===== src/rtl/snitch_htif_pkg.sv =====
// Shared types and helpers for the HTIF tohost/fromhost mailbox.
// The state enum, the default register addresses and the byte-strobe merge live here.
package snitch_htif_pkg;

    typedef enum logic [1:0] {
        StIdle    = 2'd0,
        StPending = 2'd1,
        StExited  = 2'd2
    } htif_state_e;

    localparam int unsigned HtifDataWidth = 64;
    localparam int unsigned HtifStrbWidth = HtifDataWidth / 8;

    localparam logic [47:0] DefaultTohostAddr   = 48'h0000_0000_1000;
    localparam logic [47:0] DefaultFromhostAddr = 48'h0000_0000_1008;

    // Replace every byte of old_val whose strobe bit is set with the matching byte of new_val.
    function automatic logic [HtifDataWidth-1:0] strb_merge(
        input logic [HtifDataWidth-1:0] old_val,
        input logic [HtifDataWidth-1:0] new_val,
        input logic [HtifStrbWidth-1:0] strb
    );
        logic [HtifDataWidth-1:0] res;
        res = old_val;
        for (int i = 0; i < int'(HtifStrbWidth); i++) begin
            if (strb[i]) begin
                res[8*i +: 8] = new_val[8*i +: 8];
            end
        end
        return res;
    endfunction

endpackage


===== src/rtl/snitch_htif_rsp_reg.sv =====
// One-deep valid/ready response register carrying read data and an error flag.
// A new entry may be loaded in the same cycle the current one is consumed.
module snitch_htif_rsp_reg #(
    parameter int unsigned DataWidth = 64
) (
    input  logic                 clk_i,
    input  logic                 rst_ni,
    input  logic                 in_valid_i,
    output logic                 in_ready_o,
    input  logic [DataWidth-1:0] in_data_i,
    input  logic                 in_error_i,
    output logic                 out_valid_o,
    input  logic                 out_ready_i,
    output logic [DataWidth-1:0] out_data_o,
    output logic                 out_error_o
);

    logic                 valid_q;
    logic [DataWidth-1:0] data_q;
    logic                 error_q;

    assign in_ready_o = !valid_q || out_ready_i;

    always_ff @(posedge clk_i or negedge rst_ni) begin
        if (!rst_ni) begin
            valid_q <= 1'b0;
            data_q  <= '0;
            error_q <= 1'b0;
        end else if (in_valid_i && in_ready_o) begin
            valid_q <= 1'b1;
            data_q  <= in_data_i;
            error_q <= in_error_i;
        end else if (out_ready_i) begin
            // Clear payload on hand-off so idle outputs read as zero.
            valid_q <= 1'b0;
            data_q  <= '0;
            error_q <= 1'b0;
        end
    end

    assign out_valid_o = valid_q;
    assign out_data_o  = data_q;
    assign out_error_o = error_q;

endmodule


===== src/rtl/snitch_htif_mailbox.sv =====
// Device side of the HTIF mailbox: tohost/fromhost registers behind a single-outstanding
// request/response port, with a host poll/ack interface and a sticky exit-code latch.
module snitch_htif_mailbox
    import snitch_htif_pkg::*;
#(
    parameter int unsigned          AddrWidth    = 48,
    parameter int unsigned          DataWidth    = 64,
    parameter logic [AddrWidth-1:0] TohostAddr   = DefaultTohostAddr,
    parameter logic [AddrWidth-1:0] FromhostAddr = DefaultFromhostAddr
) (
    input  logic                 clk_i,
    input  logic                 rst_ni,
    input  logic                 req_valid_i,
    output logic                 req_ready_o,
    input  logic [AddrWidth-1:0] req_addr_i,
    input  logic                 req_write_i,
    input  logic [DataWidth-1:0] req_data_i,
    input  logic [7:0]           req_strb_i,
    output logic                 rsp_valid_o,
    input  logic                 rsp_ready_i,
    output logic [DataWidth-1:0] rsp_data_o,
    output logic                 rsp_error_o,
    output logic                 host_tohost_valid_o,
    output logic [DataWidth-1:0] host_tohost_o,
    input  logic                 host_ack_i,
    input  logic                 host_fromhost_valid_i,
    input  logic [DataWidth-1:0] host_fromhost_i,
    output logic                 exit_o,
    output logic [31:0]          exit_code_o
);

    htif_state_e          state_q;
    logic [DataWidth-1:0] tohost_q;
    logic [DataWidth-1:0] fromhost_q;
    logic                 exit_q;
    logic [31:0]          exit_code_q;

    logic                 is_tohost;
    logic                 is_fromhost;
    logic                 stall;
    logic                 rsp_in_ready;
    logic                 req_fire;
    logic                 tohost_wr;
    logic                 fromhost_wr;
    logic [DataWidth-1:0] tohost_merged;
    logic [DataWidth-1:0] fromhost_merged;
    logic [DataWidth-1:0] rd_data;
    logic                 unused_addr_lsb;

    // Registers are 8-byte aligned; the byte offset within a word is ignored.
    assign is_tohost       = req_addr_i[AddrWidth-1:3] == TohostAddr[AddrWidth-1:3];
    assign is_fromhost     = req_addr_i[AddrWidth-1:3] == FromhostAddr[AddrWidth-1:3];
    assign unused_addr_lsb = ^req_addr_i[2:0];

    // Only a new syscall must wait for the host; everything else keeps flowing.
    assign stall       = req_write_i && is_tohost && (state_q == StPending);
    assign req_ready_o = rsp_in_ready && !stall;
    assign req_fire    = req_valid_i && req_ready_o;

    assign tohost_wr   = req_fire && req_write_i && is_tohost;
    assign fromhost_wr = req_fire && req_write_i && is_fromhost;

    assign tohost_merged   = strb_merge(tohost_q, req_data_i, req_strb_i);
    assign fromhost_merged = strb_merge(fromhost_q, req_data_i, req_strb_i);

    always_comb begin
        rd_data = '0;
        if (!req_write_i) begin
            if (is_tohost) begin
                rd_data = tohost_q;
            end else if (is_fromhost) begin
                rd_data = fromhost_q;
            end
        end
    end

    snitch_htif_rsp_reg #(
        .DataWidth (DataWidth)
    ) u_rsp_reg (
        .clk_i       (clk_i),
        .rst_ni      (rst_ni),
        .in_valid_i  (req_fire),
        .in_ready_o  (rsp_in_ready),
        .in_data_i   (rd_data),
        .in_error_i  (!(is_tohost || is_fromhost)),
        .out_valid_o (rsp_valid_o),
        .out_ready_i (rsp_ready_i),
        .out_data_o  (rsp_data_o),
        .out_error_o (rsp_error_o)
    );

    always_ff @(posedge clk_i or negedge rst_ni) begin
        if (!rst_ni) begin
            state_q     <= StIdle;
            tohost_q    <= '0;
            fromhost_q  <= '0;
            exit_q      <= 1'b0;
            exit_code_q <= '0;
        end else begin
            // Host write wins over a same-cycle core write; the core still gets a response.
            if (host_fromhost_valid_i) begin
                fromhost_q <= host_fromhost_i;
            end else if (fromhost_wr) begin
                fromhost_q <= fromhost_merged;
            end

            unique case (state_q)
                StIdle: begin
                    if (tohost_wr) begin
                        tohost_q <= tohost_merged;
                        // The action byte only fires when byte 0 was written.
                        if (req_strb_i[0]) begin
                            if (tohost_merged[0]) begin
                                state_q     <= StExited;
                                exit_q      <= 1'b1;
                                exit_code_q <= tohost_merged[32:1];
                            end else if (tohost_merged != '0) begin
                                state_q <= StPending;
                            end
                        end
                    end
                end
                StPending: begin
                    if (host_ack_i) begin
                        tohost_q <= '0;
                        state_q  <= StIdle;
                    end
                end
                StExited: begin
                    // Terminal: tohost writes are accepted and dropped.
                end
                default: begin
                    state_q <= StIdle;
                end
            endcase
        end
    end

    assign host_tohost_valid_o = (state_q == StPending);
    assign host_tohost_o       = tohost_q;
    assign exit_o              = exit_q;
    assign exit_code_o         = exit_code_q;

endmodule


===== config.mk =====
export PLATFORM = sky130hd
export DESIGN_NAME = snitch_htif_mailbox
export DESIGN_NICKNAME = d
export VERILOG_FILES = /design/src/rtl/snitch_htif_pkg.sv /design/src/rtl/snitch_htif_rsp_reg.sv /design/src/rtl/snitch_htif_mailbox.sv
export SDC_FILE = /design/constraint.sdc
export NUM_CORES = 1
export LEC_CHECK = 0
export ABC_AREA = 1
export BUFFER_PORTS_ARGS = -buffer_cell sky130_fd_sc_hd__buf_2
export CORE_MARGIN = 2
export CORE_UTILIZATION = 55
export DETAILED_ROUTE_END_ITERATION = 8
export GPL_TIMING_DRIVEN = 1
export PLACE_DENSITY = 0.89
export SLEW_MARGIN = 0
export SYNTH_ARGS = -nofsm -noshare
export SYNTH_HDL_FRONTEND = slang
export SYNTH_SLANG_ARGS = --single-unit
export TNS_END_PERCENT = 30

===== constraint.sdc =====
create_clock -name clk_i -period 2.9 [get_ports clk_i]
set_clock_uncertainty 0.2 [all_clocks]
set_input_delay 0.58 -clock clk_i [delete_from_list [all_inputs] [get_ports clk_i]]
set_output_delay 0.58 -clock clk_i [all_outputs]
set_load 0.01 [all_outputs]

==> summary.txt, run 1 <==
Cells and area
  • Area grow syn2layout: 25.2%
  • Nets@finish: 2,137
  • Share of cells above drive strength 1: 0.232
  • Antenna cells: 0

Timing
  • Worst setup margin: 0.300 ns
  • Fin. max-slew vios: 0
  • Final period utilization: 0.897
  • Slew @ Worst Pin: 0.800 ns
  • RSZ-0062 raised after global routing: false
  • Fmax: 385 MHz
  • Worst slew margin: 0.467
  • Fin. Hold Viols: 0
  • Setup TNS: 0 ns
  • Endpoints failing setup: 0
  • Min Clock Period, post-route: 2.60 ns

Routing
  • Average wire per standard cell: 17.8 um
  • Iteration count of the initial detailed-routing pass: 7
  • Final wirelength: 40,000 um
  • DRT antenna net count: 0
  • Via count: 12,700
  • # DRC: 0
  • DR iter-0 viols: 964
  • Vias/cell: 5.68

Worst setup path
  • Worst path cell trace: buf_2 -> or2_1 -> nor2_1 -> nand2_1 -> nor2_4 -> nand3_1 -> nand2_1 -> inv_1 -> buf_2
  • Reg-to-reg startpoint: state_q[0]$_DFFE_PN0P_
  • Crit start category: input port
  • Critical path's slowest cell: or2_1
  • Max stage delay on crit path: 0.21 ns
  • WS Path Type: in2out
  • R2r worst-path depth: 11
  • Worst Setup End Kind: output pin
  • Crit Path Max Fanout: 4
  • Required @ worst endpoint: 2.12 ns
  • R2R Path End: exit_code_o[17]$_DFFE_PN0P_
  • Reg2reg setup slack: 0.62 ns
  • CP Data Arrival Time: 1.82 ns

Hold path
  • Origin of the worst min-delay path: host_fromhost_i[28]
  • Hold depth: 5
  • Worst Hold Class: in2reg
  • Hold EP: fromhost_q[28]$_DFFE_PN0P_

Clock network
  • Post-CTS Resized: 0
  • Clock sinks: 229
  • CTS buffer count: 24
  • TritonCTS clock tree: done
  • Htree depth: 1
  • Clock transition at path regs: 0.06 ns
  • Clock Tree Buf Depth: 3
  • CTS root buffer: clkbuf_16
  • Setup Fix Bufs, Post-CTS: 0
  • Worst-Skew Late Latency: 0.51 ns

Logic synthesis
  • Syn Nets: 1,812
  • Mapped cell area: 12,000 sq um
  • Post-synthesis simple-gate area fraction: 0.345
  • Post-synth EDFFs: 0
  • Largest cells by area after synthesis: dfrtp_1 (48%), nand2_1 (24%), a32o_1 (5.2%), nand3_1 (4.7%), o21ai_0 (4.4%)
  • Netlist cell types: 36
  • Async S/R FF share, synth: 1.00
  • Post-synth top area share: 0.478
  • Primary FF master, synth: dfrtp_1
  • Top-count cell post-synth: nand2_1
  • Synth top cells by count: nand2_1 (767), dfrtp_1 (229), inv_1 (113), nand3_1 (112), o21ai_0 (105)
  • Cell taking the most area after synthesis: dfrtp_1
  • Avg Cell Area, Syn: 7.39 sq um
  • Multiplexer share of the synthesized area: 0.00188
  • Post-synthesis compound-gate area fraction: 0.101
  • Post-synthesis adder-cell area fraction: 0
  • Yosys reg bits: 229
  • Syn. warnings: 0
  • Sequential fraction of the synthesis area: 0.478
  • XOR/XNOR Fraction of Synth Area: 0
  • Post-synthesis cell count: 1,621
  • Combinational family with the most area after synthesis: simple AND/OR/NAND/NOR gates

Power
  • PwrDens: 489 nW/um^2
  • Leakage: 8.85 nW
  • VDD IR max: 0.285 mV

Global route
  • Initial antenna violation count: 0
  • Largest net degree at the start of global routing: 119
  • Total grt overflow: 0
  • Vias in the first global route: 12,400
  • Global router's overall resource usage: 0.343
  • First-pass GRT wire length: 62,000 um

Die
  • Core area: 21,600 sq um
  • Die area: 23,000 sq um
  • Die X: 152 um
  • Die Y: 152 um
  • Io pins: 356
  • Std cell rows: 54
  • Initial core utilization: 0.554

Placement
  • Routability cong.: 0.890
  • Setup WS pre-CTS: 0.105 ns
  • Dpl hpwl: 26,900 um
  • Port Buf Inserts: 352

Flow run
  • Max-Cap Viols: 0

Outcome
  • Status: complete, no violations
## flip-flops by register name, indices dropped and copies added, names as in the netlist
name	count
exit_code_o	32
exit_o	1
fromhost_q	64
host_tohost_o	64
state_q	2
u_rsp_reg.out_data_o	64
u_rsp_reg.out_error_o	1
u_rsp_reg.out_valid_o	1
## layout make-up
type	count	area, sq um
clock buffer	38	714
clock inverter	6	111
fill	1735	6620
inverter	118	443
multi-input combinational	1180	5390
sequential	229	5730
tap	280	350
timing repair buffer	393	2260
## worst max-delay path by stage
stage / from / slack, ns / endpoint / cells past startpoint
2_1_floorplan: req_addr_i[37] / 0.51 / fromhost_q[56]$_DFFE_PN0P_ / 11
3_3_place_gp: req_addr_i[37] / 0.16 / exit_code_o[20]$_DFFE_PN0P_ / 11
3_5_place_dp: req_addr_i[37] / 0.10 / exit_code_o[17]$_DFFE_PN0P_ / 11
4_1_cts: req_addr_i[37] / 0.31 / req_ready_o / 9
5_1_grt: req_addr_i[36] / 0.13 / req_ready_o / 10
6_report: req_addr_i[37] / 0.30 / req_ready_o / 9
## cells in the final DEF (no fill, tap or decap), types with 5 or more instances in the layout
cell       synthesis  routed
nand2_1          767     767
nand3_4            6       6
inv_1            113     112
buf_2              9     350
clkbuf_1          55       9
buf_4             15      27
clkbuf_16          0      25
a32o_1            62      62
buf_12             0      14
nand3_1          112     112
nand4_1           20      20
o21ai_0          105     105
dfrtp_1          229     229
nor2_1            76      73
nand2_2            5       5
## metrics by stage
step	cell area, sq um	hold slack [ns]	util	instances	power (mW)
final	15000	0.169	0.694	2244	7.33
after global routing	15000	0.182	0.694	2244	7.57
after CTS	15000	0.152	0.694	2244	7.35
after detailed placement	14200	0.254	0.655	2199	4.13
after global placement	14200	0.240	0.655	2199	4.10
after floorplan	12000	0.0844	-	1621	3.76
## power by group
group / total [mW] / switching [mW] / internal (mW)
combinational: 0.742 / 0.480 / 0.262
sequential: 3.35 / 0.0553 / 3.29
clock: 3.24 / 1.29 / 1.96
total: 7.33 / 1.82 / 5.51
## layer usage
metal	track usage	routed length, um
met5	0	0
met4	0.167	1810
met3	0.0671	4320
met2	0.572	18900
met1	0.431	15000
## timing repair
item	4_1_cts	5_1_grt
endpoints found under the hold margin	53	0
endpoints found under the setup margin	0	0
hold buffers	1	0
## kinds of logic (layout without fill, tap and decap cells)
| family | after synthesis | count (layout) |
|---|---|---|
| mux | 2 | 2 |
| buf+inv | 212 | 555 |
| compound gates | 175 | 175 |
| flops | 229 | 229 |
| simple gates | 1003 | 1003 |
## worst max-delay path, delay by kind of cell
family	cells	cell delay (ns)
buffers and inverters	3	0.26
AND/OR/NAND/NOR	6	0.97
Power figures use the tool's default switching activity.
==> run 2, diff against run 1 <==
--- a/config.mk
+++ b/config.mk
@@ -8,11 +8,11 @@
 export ABC_AREA = 1
 export BUFFER_PORTS_ARGS = -buffer_cell sky130_fd_sc_hd__buf_2
 export CORE_MARGIN = 2
-export CORE_UTILIZATION = 55
+export CORE_UTILIZATION = 52
 export DETAILED_ROUTE_END_ITERATION = 8
 export GPL_TIMING_DRIVEN = 1
-export PLACE_DENSITY = 0.89
-export SLEW_MARGIN = 0
+export PLACE_DENSITY = 0.85
+export SLEW_MARGIN = 20
 export SYNTH_ARGS = -nofsm -noshare
 export SYNTH_HDL_FRONTEND = slang
 export SYNTH_SLANG_ARGS = --single-unit
==> constraint.sdc (replaced) <==
create_clock -name clk_i -period 2.5 [get_ports clk_i]
set_clock_uncertainty 0.2 [all_clocks]
set_input_delay 0.5 -clock clk_i [delete_from_list [all_inputs] [get_ports clk_i]]
set_output_delay 0.5 -clock clk_i [all_outputs]
set_load 0.01 [all_outputs]
==> run 2 against run 1 <==
Critical path type is now reg2out. Non-clock buffer count is 36 higher. Critical path depth stayed put. Final cell count is 1.9% higher. Die area is 5.6% higher. Largest cell class unchanged.
==> summary.txt, run 2 (synthesis results as in run 1) <==
Outcome
  • Status: complete, no violations (unchanged)

Clock network
  • TritonCTS clock tree: done (unchanged)
  • Clock sinks: 229 (unchanged)
  • CTS buffer count: 25 (was 24)
  • Clock Tree Buf Depth: 3 (unchanged)
  • Worst-Skew Late Latency: 0.51 ns (about the same)
  • Clock transition at path regs: 0.06 ns (about the same)
  • CTS root buffer: clkbuf_16 (unchanged)
  • Htree depth: 1 (unchanged)

Routing
  • Final wirelength: 39,500 um (was 40,000 um)
  • Met2 WL: 19,000 um (was 18,900 um)
  • Average wire per standard cell: 17.3 um (was 17.8 um)
  • # DRC: 0 (unchanged)
  • Vias/cell: 5.54 (was 5.68)
  • Iteration count of the initial detailed-routing pass: 5 (was 7)
  • Highest routed layer: met5 (was met4)
  • DRT antenna net count: 0 (unchanged)
  • Via count: 12,700 (about the same)
  • Routed wl met3: 3950 um (was 4320 um)
  • M1 WL: 15,300 um (was 15,000 um)
  • DR iter-0 viols: 1,140 (was 964)

Worst setup path
  • Most used cell, CP: inv_1
  • Worst path cell trace: inv_1 -> nor2_2 -> nand2_1 -> inv_1 -> nand3_2 -> buf_4 -> nand2_1 -> inv_1 -> buf_2 (was buf_2 -> or2_1 -> nor2_1 -> nand2_1 -> nor2_4 -> nand3_1 -> nand2_1 -> inv_1 -> buf_2)
  • Required @ worst endpoint: 1.80 ns (was 2.12 ns)
  • CP Data Arrival Time: 1.71 ns (was 1.82 ns)
  • Critical path's slowest cell: dfrtp_1 (was or2_1)
  • Crit Path Max Fanout: 4 (unchanged)
  • Crit start category: register (was input port)
  • R2R Path End: exit_code_o[14]$_DFFE_PN0P_ (was exit_code_o[17]$_DFFE_PN0P_)
  • Reg-to-reg startpoint: state_q[0]$_DFFE_PN0P_ (unchanged)
  • Worst Setup End Kind: output pin (unchanged)
  • WS Path Type: reg2out (was in2out)
  • Max stage delay on crit path: 0.39 ns (was 0.21 ns)
  • Reg2reg setup slack: 0.22 ns (was 0.62 ns)
  • R2r worst-path depth: 12 (was 11)
  • Crit path from: state_q[0]$_DFFE_PN0P_ (was req_addr_i[37])
  • Worst Setup EP: req_ready_o (unchanged)

Cells and area
  • Area of the multi-input gates: 5400 sq um (was 5390 sq um)
  • Post-Layout Cell Count: 2,286 (was 2,244)
  • Fill cell count: 1,893 (was 1,735)
  • Final core utilization: 0.676 (was 0.694)
  • Reg area: 5730 sq um (unchanged)
  • Share of cells above drive strength 1: 0.249 (was 0.232)
  • Leading cell type in the layout, fill and taps excluded: nand2_1 (unchanged)
  • Nets@finish: 2,174 (was 2,137)
  • Area grow syn2layout: 27.7% (was 25.2%)
  • Commonest cells after routing, fill and taps aside: nand2_1 (767), buf_2 (350), dfrtp_1 (229), inv_1 (112), nand3_1 (111) (was nand2_1 (767), buf_2 (350), dfrtp_1 (229), inv_1 (112), nand3_1 (112))

Power
  • Leakage: 9.05 nW (was 8.85 nW)
  • Overall Power: 8.35 mW (was 7.33 mW)
  • PwrDens: 545 nW/um^2 (was 489 nW/um^2)
  • VDD IR max: 0.470 mV (was 0.285 mV)

Timing
  • Hold Slack: 0.0758 ns (was 0.169 ns)
  • Endpoints failing setup: 0 (unchanged)
  • Slew @ Worst Pin: 0.488 ns (was 0.800 ns)
  • Setup TNS: 0 ns (unchanged)
  • Fin. max-slew vios: 0 (unchanged)
  • Min Clock Period, post-route: 2.41 ns
  • Worst slew margin: 0.671 (was 0.467)
  • Fin. Hold Viols: 0 (unchanged)
  • Final period utilization: 0.964
  • Fmax: 415 MHz

Hold path
  • Worst Hold Class: in2reg (unchanged)
  • Origin of the worst min-delay path: host_fromhost_i[23] (was host_fromhost_i[28])

Die
  • Die Y: 156 um (was 152 um)
  • Die X: 156 um (was 152 um)
  • Die area: 24,300 sq um (was 23,000 sq um)
  • Std cell rows: 55 (was 54)
  • Io pins: 356 (unchanged)
  • Initial core utilization: 0.529 (was 0.554)
  • Core area: 22,600 sq um (was 21,600 sq um)

Global route
  • Global router's overall resource usage: 0.319 (was 0.343)
  • First-pass GRT wire length: 61,900 um (was 62,000 um)
  • Total grt overflow: 0 (unchanged)
  • Vias in the first global route: 11,900 (was 12,400)
  • Largest net degree at the start of global routing: 83 (was 119)
  • Initial antenna violation count: 2 (was 0)

Placement
  • Placed cells: 2,237 (was 2,199)
  • Dpl hpwl: 27,800 um (was 26,900 um)
  • Port Buf Inserts: 352 (unchanged)
  • Routability cong.: 0.895 (was 0.890)

Flow run
  • Max-Cap Viols: 0 (unchanged)
==> run 2: layout make-up <==
type | count | share of cell area
multi-input cells | 1180 | 0.353
flip-flops and latches | 229 | 0.374
well taps | 285 | 0.0233
clock inverters | 9 | 0.00482
repair buffers | 429 | 0.169
inverters | 118 | 0.0289
clock buffers | 35 | 0.0466
diodes | 1 | 0.000163
==> run 2: worst min-delay path by stage <==
| stage | endpoint | slack, ns | cells past startpoint |
|---|---|---|---|
| 2_1_floorplan | exit_code_o[0]$_DFFE_PN0P_ | 0.004 | 0 |
| 3_3_place_gp | exit_o$_DFFE_PN0P_ | 0.24 | 2 |
| 3_5_place_dp | exit_o$_DFFE_PN0P_ | 0.25 | 2 |
| 4_1_cts | fromhost_q[23]$_DFFE_PN0P_ | 0.06 | 3 |
| 5_1_grt | fromhost_q[23]$_DFFE_PN0P_ | 0.08 | 3 |
| 6_report | fromhost_q[23]$_DFFE_PN0P_ | 0.08 | 3 |
==> run 2: critical path: cells and delay by family (launching register included) <==
family | cells | cell delay, ns
buffers and inverters | 5 | 0.43
flip-flops | 1 | 0.39
AND/OR/NAND/NOR | 4 | 0.38
==> run 2: per-stage QoR <==
| stage | instance area [sq um] | setup WS [ns] |
|---|---|---|
| finish | 15300 | 0.0912 |
| detailed placement | 14500 | -0.122 |
| floorplan | 12000 | 0.190 |
| global placement | 14500 | -0.0681 |
| global route | 15300 | -0.000880 |
| CTS | 15300 | 0.0205 |
==> run 2: what timing repair did <==
action                                  in CTS  in global routing
gates resized for setup                      0                  3
buffers inserted                             0                  3
endpoints found under the setup margin       0                  1
endpoints found under the hold margin       46                  0
hold buffers                                 1                  0
==> run 2: metal layers <==
metal / track usage / up-vias
li1: - / 5917
met1: 0.413 / 5885
met2: 0.537 / 745
met3: 0.0625 / 107
met4: 0.114 / 2
met5: 0 / -
==> run 2: where the power goes <==
part	internal, mW	switching, mW	total [mW]
sequential	3.82	0.0627	3.88
clock	2.08	1.50	3.58
combinational	0.327	0.558	0.885
total	6.23	2.12	8.35
==> run 3, diff against run 2 <==
--- a/config.mk
+++ b/config.mk
@@ -5,7 +5,6 @@
 export SDC_FILE = /design/constraint.sdc
 export NUM_CORES = 1
 export LEC_CHECK = 0
-export ABC_AREA = 1
 export BUFFER_PORTS_ARGS = -buffer_cell sky130_fd_sc_hd__buf_2
 export CORE_MARGIN = 2
 export CORE_UTILIZATION = 52
==> run 3 against run 2 <==
Hold slack lost 0.062 ns. Highest routed layer unchanged. Power shrank 1.7%. Register-to-register slack lost 0.09 ns. Largest cell class is now multi-input gates. Synthesized cell count shrank 44%.
==> summary.txt, run 3 <==
Timing
  • Fin. Hold Viols: 0 (unchanged)
  • RSZ-0062 raised after global routing: true
  • Worst slew margin: 0.493 (was 0.671)
  • Slew @ Worst Pin: 0.761 ns (was 0.488 ns)
  • Endpoints failing setup: 0 (unchanged)
  • Hold Slack: 0.0137 ns (was 0.0758 ns)
  • Min Clock Period, post-route: 2.43 ns (was 2.41 ns)
  • Final period utilization: 0.972 (was 0.964)
  • Fmax: 411 MHz (was 415 MHz)
  • Fin. max-slew vios: 0 (unchanged)

Logic synthesis
  • Largest cells by area after synthesis: dfrtp_1 (48%), mux2_2 (17%), o2bb2ai_2 (7.6%), mux2i_1 (6.6%), a22o_1 (1.8%) (was dfrtp_1 (48%), nand2_1 (24%), a32o_1 (5.2%), nand3_1 (4.7%), o21ai_0 (4.4%))
  • Sequential fraction of the synthesis area: 0.483 (was 0.478)
  • Synth top cells by count: dfrtp_1 (229), mux2_2 (184), mux2i_1 (78), o2bb2ai_2 (60), clkbuf_1 (35) (was nand2_1 (767), dfrtp_1 (229), inv_1 (113), nand3_1 (112), o21ai_0 (105))
  • Top-count cell post-synth: dfrtp_1 (was nand2_1)
  • Async S/R FF share, synth: 1.00 (unchanged)
  • Post-synthesis cell count: 904 (was 1,621)
  • Cell taking the most area after synthesis: dfrtp_1 (unchanged)
  • Syn Nets: 1,095 (was 1,812)
  • Post-synth top area share: 0.483 (was 0.478)
  • Post-synth EDFFs: 0 (unchanged)
  • Netlist cell types: 54 (was 36)
  • Primary FF master, synth: dfrtp_1 (unchanged)
  • Yosys reg bits: 229 (unchanged)
  • Mapped cell area: 11,900 sq um (was 12,000 sq um)
  • Syn. warnings: 0 (unchanged)
  • Avg Cell Area, Syn: 13.1 sq um (was 7.39 sq um)

Die
  • Std cell rows: 55 (unchanged)
  • Die area: 24,000 sq um (was 24,300 sq um)
  • Io pins: 356 (unchanged)
  • Die X: 155 um (was 156 um)
  • Initial core utilization: 0.527 (was 0.529)
  • Core area: 22,500 sq um (was 22,600 sq um)
  • Die Y: 155 um (was 156 um)

Clock network
  • Htree depth: 1 (unchanged)
  • TritonCTS clock tree: done (unchanged)
  • CTS root buffer: clkbuf_16 (unchanged)
  • Worst-Skew Late Latency: 0.52 ns (was 0.51 ns)
  • CTS buffer count: 25 (unchanged)
  • Clock sinks: 229 (unchanged)
  • Clock transition at path regs: 0.06 ns (about the same)
  • Clock Tree Buf Depth: 3 (unchanged)

Placement
  • Cell Area, Placed: 14,500 sq um (about the same)
  • Routability cong.: 0.873 (was 0.895)
  • Port Buf Inserts: 352 (unchanged)
  • Dpl hpwl: 25,900 um (was 27,800 um)

Routing
  • DR iter-0 viols: 497 (was 1,140)
  • Iteration count of the initial detailed-routing pass: 4 (was 5)
  • Via count: 9,463 (was 12,700)
  • Vias/cell: 5.88 (was 5.54)
  • DRT antenna net count: 0 (unchanged)
  • Final wirelength: 36,700 um (was 39,500 um)
  • Average wire per standard cell: 22.8 um (was 17.3 um)
  • # DRC: 0 (unchanged)

Worst setup path
  • Worst Setup End Kind: output pin (unchanged)
  • Required @ worst endpoint: 1.80 ns (about the same)
  • WS Path Type: in2out (was reg2out)
  • Crit start category: input port (was register)
  • Max stage delay on crit path: 0.31 ns (was 0.39 ns)
  • Crit Path Max Fanout: 8 (was 4)
  • Top Family by Delay on Critical Path: simple AND/OR/NAND/NOR gates (was buffers and inverters)
  • Most used cell, CP: buf_2 (was inv_1)
  • Crit path buf inv count: 3 (was 5)
  • Critical path's slowest cell: nor4_4 (was dfrtp_1)
  • CP Data Arrival Time: 1.73 ns (was 1.71 ns)
  • Worst path cell trace: buf_2 -> nor4_4 -> nand4_4 -> buf_12 -> nor3_4 -> a21boi_0 -> buf_2 (was inv_1 -> nor2_2 -> nand2_1 -> inv_1 -> nand3_2 -> buf_4 -> nand2_1 -> inv_1 -> buf_2)

Cells and area
  • Leading cell type in the layout, fill and taps excluded: buf_2 (was nand2_1)
  • Commonest cells after routing, fill and taps aside: buf_2 (350), dfrtp_1 (229), mux2_2 (183), mux2i_1 (74), o2bb2ai_2 (60) (was nand2_1 (767), buf_2 (350), dfrtp_1 (229), inv_1 (112), nand3_1 (111))
  • Fill cell count: 1,590 (was 1,893)
  • Design Area, Final: 15,400 sq um (was 15,300 sq um)
  • Nets@finish: 1,498 (was 2,174)
  • Area grow syn2layout: 30.1% (was 27.7%)
  • Share of cells above drive strength 1: 0.566 (was 0.249)

Power
  • Switch Pwr: 2.02 mW (was 2.12 mW)
  • Leakage: 7.75 nW (was 9.05 nW)
  • Cell Int Power: 6.18 mW (was 6.23 mW)
  • Fraction of power spent switching nets: 0.246 (was 0.254)
  • PwrDens: 531 nW/um^2 (was 545 nW/um^2)
  • VDD IR max: 0.454 mV (was 0.470 mV)
  • Comb power frac: 0.116 (was 0.106)
  • Clock power frac: 0.412 (was 0.429)
  • Seq pwr share: 0.472 (was 0.465)
  • Overall Power: 8.20 mW (was 8.35 mW)

Global route
  • Vias in the first global route: 9,856 (was 11,900)
  • Met1 Use GR: 0.380 (was 0.413)
  • Total grt overflow: 0 (unchanged)
  • GR Layer Usage met2: 0.521 (was 0.537)
  • Global router's overall resource usage: 0.299 (was 0.319)
  • Largest net degree at the start of global routing: 65 (was 83)
  • First-pass GRT wire length: 56,200 um (was 61,900 um)
  • Most used routing layer: met2 (unchanged)
  • Initial antenna violation count: 4 (was 2)
  • Met3 usage: 0.0540 (was 0.0625)

Hold path
  • Worst Hold Class: in2reg (unchanged)

Flow run
  • Max-Cap Viols: 0 (unchanged)

Outcome
  • Status: complete, no violations (unchanged)
[run 3: cell count changes after synthesis, sizes merged, moves of 17 or more]
| cell | before | now |
|---|---|---|
| o2bb2ai | 0 | 70 |
| nor2 | 78 | 22 |
| a22o | 0 | 24 |
| a32o | 62 | 6 |
| nor3 | 3 | 20 |
| mux2i | 0 | 78 |
| nor4 | 1 | 29 |
| o21ai | 107 | 18 |
| inv | 115 | 25 |
| a21oi | 1 | 20 |
| clkbuf | 55 | 35 |
| nand2 | 772 | 24 |
| mux2 | 2 | 186 |
| nand3 | 120 | 15 |
[run 3: repair_timing]
action / 4_1_cts / 5_1_grt
endpoints found under the setup margin: 1 / 69
pin swaps: 1 / 3
hold endpoints to repair: 65 / 1
buffers inserted: 2 / 6
resized for setup: 3 / 6
gates cloned: 0 / 0
hold buffers: 9 / 1
[run 3: cell families (layout without fill, tap and decap cells)]
family,count (synthesis),in the layout,share of synthesized area
mux,264,264,0.242
compound gates,158,158,0.137
buf+inv,87,503,0.0397
simple gates,166,166,0.0984
other cells,0,3,0
flops,229,229,0.483
[run 3: final timing paths]
path                                                   startpoint                                    to  slack, ns  depth (start not counted)
worst max-delay path                                req_addr_i[4]                           req_ready_o       0.07                          7
worst min-delay path                          host_fromhost_i[39]            fromhost_q[39]$_DFFE_PN0P_       0.01                          2
worst max register to register  u_rsp_reg.out_valid_o$_DFFE_PN0P_            fromhost_q[41]$_DFFE_PN0P_       0.13                          7
worst min register to register                 exit_o$_DFFE_PN0P_                    exit_o$_DFFE_PN0P_       0.27                          1
max in group asynchronous                                  rst_ni  u_rsp_reg.out_data_o[37]$_DFFE_PN0P_       1.03                          3
min in group asynchronous                                  rst_ni            fromhost_q[35]$_DFFE_PN0P_       0.30                          2
[run 3: routing by layer]
metal	routed length, um	vias up
met4	1150	2
met3	2530	81
met5	14	-
li1	-	4220
met1	14700	4740
met2	18300	420
[run 3: power groups by stage]
stage                     logic, mW  clock network, mW  registers [mW]
final                         0.951               3.38            3.87
after global routing           1.03               3.59            3.88
after CTS                     0.951               3.43            3.87
after detailed placement      0.929                  0            3.94
after global placement        0.904                  0            3.93
after floorplan               0.501                  0            3.92
[run 3: through the flow]
step	setup TNS, ns	worst slack, ns	instances	util
2_1_floorplan	-11.46	-0.112	904	-
3_3_place_gp	-62.20	-0.397	1547	0.644
3_5_place_dp	-75.63	-0.505	1547	0.644
4_1_cts	0	0.00822	1598	0.682
5_1_grt	-0.0244	-0.0244	1607	0.686
6_report	0	0.0694	1608	0.686
[run 3: final cells by class]
class / instances / area (sq um) / area share
Tap cell: 285 / 357 / 0.0231
Inverter: 25 / 93.8 / 0.00608
Sequential cell: 229 / 5730 / 0.371
Multi-Input combinational cell: 588 / 5810 / 0.376
Clock buffer: 33 / 686 / 0.0444
Antenna cell: 3 / 7.51 / 0.000486
Clock inverter: 7 / 43.8 / 0.00284
Timing Repair Buffer: 438 / 2720 / 0.176
